[src/rtl/seq_pkg.sv]
// seq_pkg: shared state encoding and opcode values for the wait-state control sequencer
// Contents:
//   state_t          - sequencer states, one per microcycle of the instruction flow
//   LOAD .. HALT     - opcode values decoded from the IR opcode field
//   is_mem_state()   - true for the states that hold a memory cycle open (CS high)
package seq_pkg;

    typedef enum logic [3:0] {
        S_FETCH_A,
        S_FETCH_R,
        S_FETCH_I,
        S_DECODE,
        S_ST_M,
        S_ST_W,
        S_EX_R,
        S_LD_A,
        S_ALU_X,
        S_BRANCH,
        S_HALT
    } state_t;

    localparam int LOAD  = 0;
    localparam int STORE = 1;
    localparam int ADD   = 2;
    localparam int SUB   = 3;
    localparam int BNE   = 4;
    localparam int BEQ   = 5;
    localparam int JMP   = 6;
    localparam int AND   = 7;
    localparam int NOP   = 8;
    localparam int HALT  = 15;

    function automatic logic is_mem_state(state_t s);
        return s inside {S_FETCH_R, S_EX_R, S_ST_W};
    endfunction

endpackage

[src/rtl/mem_wait_timer.sv]
// mem_wait_timer: counts consecutive memory wait cycles and flags when the wait limit is hit
// Ports:
//   clock     in   system clock, rising edge
//   reset     in   asynchronous active-high reset, clears the counter
//   waiting   in   sequencer is in a memory state (CS cycle open)
//   mem_ready in   memory completes the current cycle at this edge
//   expired   out  limit reached while memory is still not ready (combinational)
module mem_wait_timer #(
    parameter int MAX_WAIT = 15,
    parameter int WAIT_W   = 4
) (
    input  logic clock,
    input  logic reset,
    input  logic waiting,
    input  logic mem_ready,
    output logic expired
);

    logic [WAIT_W-1:0] count;
    logic              stalled;

    assign stalled = waiting && !mem_ready;
    // A ready on the limit cycle completes the transfer, so expiry needs !mem_ready.
    assign expired = stalled && (count == WAIT_W'(MAX_WAIT));

    // Counter only runs while stalled; any completion or non-memory state clears it,
    // and an expiry sends the sequencer to HALT so the count restarts from zero.
    always_ff @(posedge clock or posedge reset) begin
        if (reset)
            count <= '0;
        else
            count <= (stalled && !expired) ? count + 1'b1 : '0;
    end

endmodule

[src/rtl/sequencer_wait.sv]
// sequencer_wait: microcoded accumulator-CPU control sequencer with memory wait-state handshake
// Optional feature macro: SEQ_MEM_TIMEOUT_EN (memory wait timeout -> HALT with sticky bus_error)
// Ports:
//   clock, reset           system clock (rising edge), asynchronous active-high reset
//   z_flag                 accumulator-zero flag, sampled only in DECODE
//   op[OP_W-1:0]           opcode from IR, stable from FETCH_I onward
//   mem_ready              memory completes the current CS cycle at this edge
//   ACC_bus .. load_MDR    datapath bus-drive and register-load strobes
//   ALU_ACC .. ALU_and     ALU input select and operation select
//   INC_PC, Addr_bus       PC increment, IR address onto the bus
//   CS, R_NW               memory select, read/not-write
//   halted                 high in the HALT state
//   bus_error              sticky memory-timeout flag (always 0 without the macro)
// All outputs decode the present state and are forced low while reset is high.
module sequencer_wait
    import seq_pkg::*;
#(
    parameter int OP_W     = 4,
    parameter int MAX_WAIT = 15,
    parameter int WAIT_W   = 4
) (
    input  logic            clock,
    input  logic            reset,
    input  logic            z_flag,
    input  logic [OP_W-1:0] op,
    input  logic            mem_ready,
    output logic            ACC_bus,
    output logic            load_ACC,
    output logic            PC_bus,
    output logic            load_PC,
    output logic            load_IR,
    output logic            load_MAR,
    output logic            MDR_bus,
    output logic            load_MDR,
    output logic            ALU_ACC,
    output logic            ALU_add,
    output logic            ALU_sub,
    output logic            ALU_and,
    output logic            INC_PC,
    output logic            Addr_bus,
    output logic            CS,
    output logic            R_NW,
    output logic            halted,
    output logic            bus_error
);

    state_t state;
    logic   op_load, op_store, op_add, op_sub, op_bne, op_beq, op_jmp, op_and, op_nop, op_halt;
    logic   needs_operand;
    logic   timeout;

    assign op_load  = op == OP_W'(LOAD);
    assign op_store = op == OP_W'(STORE);
    assign op_add   = op == OP_W'(ADD);
    assign op_sub   = op == OP_W'(SUB);
    assign op_bne   = op == OP_W'(BNE);
    assign op_beq   = op == OP_W'(BEQ);
    assign op_jmp   = op == OP_W'(JMP);
    assign op_and   = op == OP_W'(AND);
    assign op_nop   = op == OP_W'(NOP);
    assign op_halt  = op == OP_W'(HALT);

    // Operand read is needed for data ops and for branches whose condition holds;
    // a failing branch condition skips the memory cycle entirely.
    assign needs_operand = op_load || op_add || op_sub || op_and ||
                           (op_bne && !z_flag) || (op_beq && z_flag);

`ifdef SEQ_MEM_TIMEOUT_EN
    logic err;

    mem_wait_timer #(
        .MAX_WAIT (MAX_WAIT),
        .WAIT_W   (WAIT_W)
    ) u_timer (
        .clock     (clock),
        .reset     (reset),
        .waiting   (is_mem_state(state)),
        .mem_ready (mem_ready),
        .expired   (timeout)
    );

    always_ff @(posedge clock or posedge reset) begin
        if (reset)
            err <= 1'b0;
        else if (timeout)
            err <= 1'b1;
    end

    assign bus_error = !reset && err;
`else
    logic unused_cfg;

    assign unused_cfg = ^{MAX_WAIT, WAIT_W};
    assign timeout    = 1'b0;
    assign bus_error  = 1'b0;
`endif

    always_ff @(posedge clock or posedge reset) begin
        if (reset)
            state <= S_FETCH_A;
        else if (timeout)
            state <= S_HALT;
        else begin
            case (state)
                S_FETCH_A: state <= S_FETCH_R;
                S_FETCH_R: state <= mem_ready ? S_FETCH_I : S_FETCH_R;
                S_FETCH_I: state <= S_DECODE;
                S_DECODE:  state <= op_store      ? S_ST_M :
                                    needs_operand ? S_EX_R :
                                    op_halt       ? S_HALT : S_FETCH_A;
                S_ST_M:    state <= S_ST_W;
                S_ST_W:    state <= mem_ready ? S_FETCH_A : S_ST_W;
                S_EX_R:    state <= !mem_ready          ? S_EX_R :
                                    op_load             ? S_LD_A :
                                    (op_bne || op_beq)  ? S_BRANCH : S_ALU_X;
                S_LD_A:    state <= S_FETCH_A;
                S_ALU_X:   state <= S_FETCH_A;
                S_BRANCH:  state <= S_FETCH_A;
                S_HALT:    state <= S_HALT;
                default:   state <= S_FETCH_A;
            endcase
        end
    end

    always_comb begin
        {ACC_bus, load_ACC, PC_bus, load_PC, load_IR, load_MAR, MDR_bus, load_MDR,
         ALU_ACC, ALU_add, ALU_sub, ALU_and, INC_PC, Addr_bus, CS, R_NW, halted} = '0;
        if (!reset) begin
            case (state)
                S_FETCH_A: {PC_bus, load_MAR, INC_PC, load_PC} = '1;
                S_FETCH_R: {CS, R_NW} = '1;
                S_FETCH_I: {MDR_bus, load_IR} = '1;
                S_DECODE: begin
                    {Addr_bus, load_MAR} = '1;
                    load_PC = op_jmp;
                end
                S_ST_M:    {ACC_bus, load_MDR} = '1;
                S_ST_W:    CS = 1'b1;
                S_EX_R:    {CS, R_NW} = '1;
                S_LD_A:    {MDR_bus, load_ACC} = '1;
                S_ALU_X: begin
                    {MDR_bus, ALU_ACC, load_ACC} = '1;
                    ALU_add = op_add;
                    ALU_sub = op_sub;
                    ALU_and = op_and;
                end
                S_BRANCH:  {MDR_bus, load_PC} = '1;
                S_HALT:    halted = 1'b1;
                default:   halted = op_nop && 1'b0;
            endcase
        end
    end

endmodule

[config.mk]
export PLATFORM = sky130hd
export DESIGN_NAME = sequencer_wait
export DESIGN_NICKNAME = d
export VERILOG_FILES = /design/src/rtl/seq_pkg.sv /design/src/rtl/mem_wait_timer.sv /design/src/rtl/sequencer_wait.sv
export SDC_FILE = /design/constraint.sdc
export NUM_CORES = 1
export LEC_CHECK = 0
export CORE_MARGIN = 2
export CORE_UTILIZATION = 43
export CTS_BUF_LIST = sky130_fd_sc_hd__clkbuf_2 sky130_fd_sc_hd__clkbuf_4 sky130_fd_sc_hd__clkbuf_8
export CTS_CLUSTER_SIZE = 14
export DETAILED_ROUTE_END_ITERATION = 8
export PLACE_DENSITY = 0.91
export SLEW_MARGIN = 15
export SYNTH_ARGS = -nofsm -noshare
export SYNTH_HDL_FRONTEND = slang
export SYNTH_SLANG_ARGS = --single-unit
[constraint.sdc]
create_clock -name clock -period 2 [get_ports clock]
set_clock_uncertainty 0.15 [all_clocks]
set_input_delay 0.4 -clock clock [delete_from_list [all_inputs] [get_ports clock]]
set_output_delay 0.4 -clock clock [all_outputs]
set_load 0.01 [all_outputs]
# Word-level counts from Yosys, hierarchy flattened
# Cells that the tools add are included.
[totals]
ff_bits = 4
inputBits = 8
out_inout_bits = 18
elab_cells = 75
[classes]
muxes = 39
n_reduce_logical = 17
eq_ne = 18
[ops]
columns = ["op", "n"]
rows = [
  ["$eq A4 B3 Y1 const B", 8],
  ["$pmux W4 S8", 1],
  ["$mux W1", 30],
  ["$mux W4", 5],
  ["$eq A4 B2 Y1 const B", 4],
  ["$eq A4 B4 Y1 const B", 4],
  ["$eq A4 B1 Y1 const B", 2],
  ["$logic_not A4 Y1", 2],
  ["$reduce_or A2 Y1", 4],
  ["$logic_or A1 B1 Y1", 6],
  ["$reduce_or A4 Y1", 1],
  ["$mux W3", 1],
  ["$reduce_or A3 Y1", 1],
  ["$logic_and A1 B1 Y1", 2],
  ["$mux W2", 1],
  ["$pmux W1 S2", 1],
  ["$logic_not A1 Y1", 1],
]

# Depth between registers and ports, before layout
[depth]
depth_word = 9
depth_mapped = 4
mapped_depth_nobuf = 3

# Least setup slack after synthesis
# No wires, ideal clock.
[synth_path]
path_kind = "reg2out"
startpoint = "register state[2]"
endpoint = "output port PC_bus"
slack_ns = 0.052
required_time_ns = 1.450
path_buffers = 2
stages_incl_launch_ff = 5
arrival_time_ns = 1.398
path_cell_list = "dfrtp_1 buf_1 or3_1 nor2_1 buf_4"
[synth_between]
elab_chain_cells = 3
[synth_lines]
columns = ["item", "line_no", "text"]
rows = [
  ["start, declared", "sequencer_wait.sv:47", "state_t state;"],
  ["start signal, assigned", "sequencer_wait.sv:106", "S_FETCH_R: state <= mem_ready ? S_FETCH_I : S_FETCH_R;"],
  ["start signal, assigned", "sequencer_wait.sv:108", "S_DECODE: state <= op_store ? S_ST_M :"],
  ["start signal, assigned", "sequencer_wait.sv:112", "S_ST_W: state <= mem_ready ? S_FETCH_A : S_ST_W;"],
  ["$logic_not A4 Y1", "--", ""],
  ["$mux W1 (2 in series)", "--", ""],
  ["end, declared", "sequencer_wait.sv:29", "output logic PC_bus,"],
]
# No other way between the ends.

# Worst setup path after layout
[layout_path]
startpoint = "input port op[1]"
endpoint = "output port load_PC"
[layout_between]
elab_chain_cells = 3
[layout_lines]
columns = ["item", "line_no", "text"]
rows = [
  ["start, declared", "sequencer_wait.sv:25", "input logic [OP_W-1:0] op,"],
  ["$eq A4 B3 Y1", "sequencer_wait.sv:58", "assign op_jmp = op == OP_W'(JMP);"],
  ["$pmux W1 S2", "sequencer_wait.sv:129", "case (state)"],
  ["$mux W1", "sequencer_wait.sv:128", "if (!reset) begin"],
  ["end, declared", "sequencer_wait.sv:30", "output logic load_PC,"],
]
# No other way between the ends.

==> metrics.cfg <==
[synthesis]
yosys_register_bits=4
synth_area_leaders=dfrtp_1 (17%), nand2b_1 (6.3%), nor2b_1 (5.2%)
synth_edf_count=0
syn_inst=82
syn_area_um2=596.8
yosysTopAreaCellShare_pct=16.77
ys_warn_count=0
postSynthAreaPerCell_um2=7.278
synth_seq_area_share_pct=16.77
async_reset_ff_share_pct=100.0
ys.flop_type=dfrtp_1
synth.largest_area_cell=dfrtp_1
synth_fp_nets=90
yosysUniqueCellTypes=41

[critical_path]
rr_endpoint=state[1]$_DFF_PP0_
cp_data_arrival_time_ns=1.60
worstSetupStartpointType=input port
crit_path_max_fanout=2
reg2regPathDepth=6
crit_path_end_kind=output pin
worstSetupPathType=in -> out
required_ns=1.45
rrSetupSlack_ns=0.37
r2r_start=state[0]$_DFF_PP0_

[sta]
setup_tns_ns=-0.5690
fin_crit_sh_pct=107.4
min_period_ns=2.147
finalMaxSlewViolations=0
worst_slack_ns=-0.1473
fmax_mhz=465.7
final-hold-violation-count=0
setup_viol=8
rsz0062_at_grt=true
hold_ws_ns=0.4031

[route]
dr.pass1.iters=4
num_vias=760
wl_mm=1.922
wl_per_cell_um=13.83
via_per_inst=5.468
drc_errors=0
initialDrtViolationCount=8
ant_nets=0

[global_route]
grt_pass1_wl_mm=2.760
grt_max_degree=15
grt_overflow_total=0
gr-usage-all-layers_pct=24.36
antenna_found_initial=0
grt_pass1_vias=642

[floorplanning]
rows=13
dieArea_mm2=0.001702
die_w_um=41.26
dieHeight_um=41.26
initial_core_util_pct=45.87
io_pins=26
core-area_mm2=0.001301

[clock_network]
clk_transition_reported_paths_ns=0.04
cts_buffers=3
ctsRootBufferMaster=clkbuf_4
clk_path_buf_depth=2
cts_tree=yes
clock_latency_ns=0.23
clock-sinks=4
cts.htree.levels=1

[cells_and_area]
fin_cells=139
reg_top3=state (4)
areaGrowthSynthToFinish_pct=70.65
largest_reg_flops=4
drive_gt1_share_pct=46.77
final_net_count=134
final_cell_mix=buf_4 (19), buf_2 (12), buf_6 (9)
num-fill-cells=91
antenna_cells=0
fin_area_mm2=0.001018
regMostFlops=state
final_core_utilization_pct=78.27
final_common_cell=buf_4

[pwr]
irDropWorstVdd_uv=533.9
powerDensity_mw_per_mm2=1319
p_leak_nw=0.4943

[worst_hold_path]
hold_path.class=in -> async

[place]
routabilityCongestion=0.9163
postPlaceCellArea_um2=950.9
io_buffers=24
dp.cells=132
dpl.hpwl_mm=1.405

[status]
status=finished, violations left
violations=negative setup slack

[job]
maxCapViolations=0

## report_power, final
part           leakage [nW]  total [W]  switching [W]  internal (W)
Sequential           0.0508   0.000151      0.0000296      0.000121
Clock                0.0138  0.0000985      0.0000315     0.0000670
Combinational         0.430    0.00109       0.000513      0.000581
## worst max-delay path, stage by stage
cell	delay [ns]
clkdlybuf4s50_1	0.50
nand2_1	0.06
o32a_1	0.32
nor3_1	0.15
buf_2	0.16
## synthesized netlist by cell type, drive strengths merged (3+ instances only)
master,instances
nor2b,5
dfrtp,4
o21ai,3
nand2b,6
inv,3
nor2,5
nor3,6
buf,5
a21oi,4
clkbuf,6
or3,3
## routing by layer
metal	vias to the layer above	track usage, %	part of all wire, %
li1	381	-	-
met4	0	2.419	0.47
met5	-	0	0
met3	2	4.348	6.7
met2	29	46.48	52
met1	348	28.66	41
## cell families (layout without fill, tap and decap cells)
group                     count (synthesis)  in the layout  synth area share, %
AOI/OAI and AO/OA                        20             20                24.11
muxes                                     1              1                1.677
and+or+nand+nor                          40             40                40.26
DFF                                       4              4                16.77
other                                     1              1               0.6283
buffers and inverters                    14             56                13.63
xor gates and xnor gates                  2              2                2.936
## metrics by stage
stage                     setup WS [ns]  power (W)
after floorplan                 0.05179  0.0006668
final                           -0.1473   0.001344
after detailed placement        -0.7428   0.001072
after CTS                       -0.2280   0.001222
after global placement          -0.7027   0.001047
after global routing            -0.1712   0.001431
## how the worst max path moves through the flow
stage / startpoint / end / slack, ns / depth (start not counted)
after detailed placement: op[3] / load_PC / -0.74 / 5
after floorplan: state[2]$_DFF_PP0_ / PC_bus / 0.05 / 4
after global routing: state[3]$_DFF_PP0_ / load_PC / -0.17 / 4
final: op[1] / load_PC / -0.15 / 5
after global placement: op[0] / load_PC / -0.70 / 5
after CTS: state[3]$_DFF_PP0_ / load_PC / -0.23 / 4
## final cells by class
| cell class | count | area (µm²) | share of cell area [%] |
|---|---|---|---|
| sequential | 4 | 100.1 | 9.828 |
| multi-input combinational | 64 | 479.2 | 47.05 |
| tap | 15 | 18.77 | 1.843 |
| inverter | 3 | 11.26 | 1.106 |
| timing repair buffer | 50 | 386.6 | 37.96 |
| clock buffer | 3 | 22.52 | 2.211 |
## timing repair
action,CTS,global route
hold buffers,0,0
setup endpoints to repair,17,16
pin swaps,10,8
buffers inserted,2,2
gates resized for setup,73,19
Power figures use the tool's default switching activity.
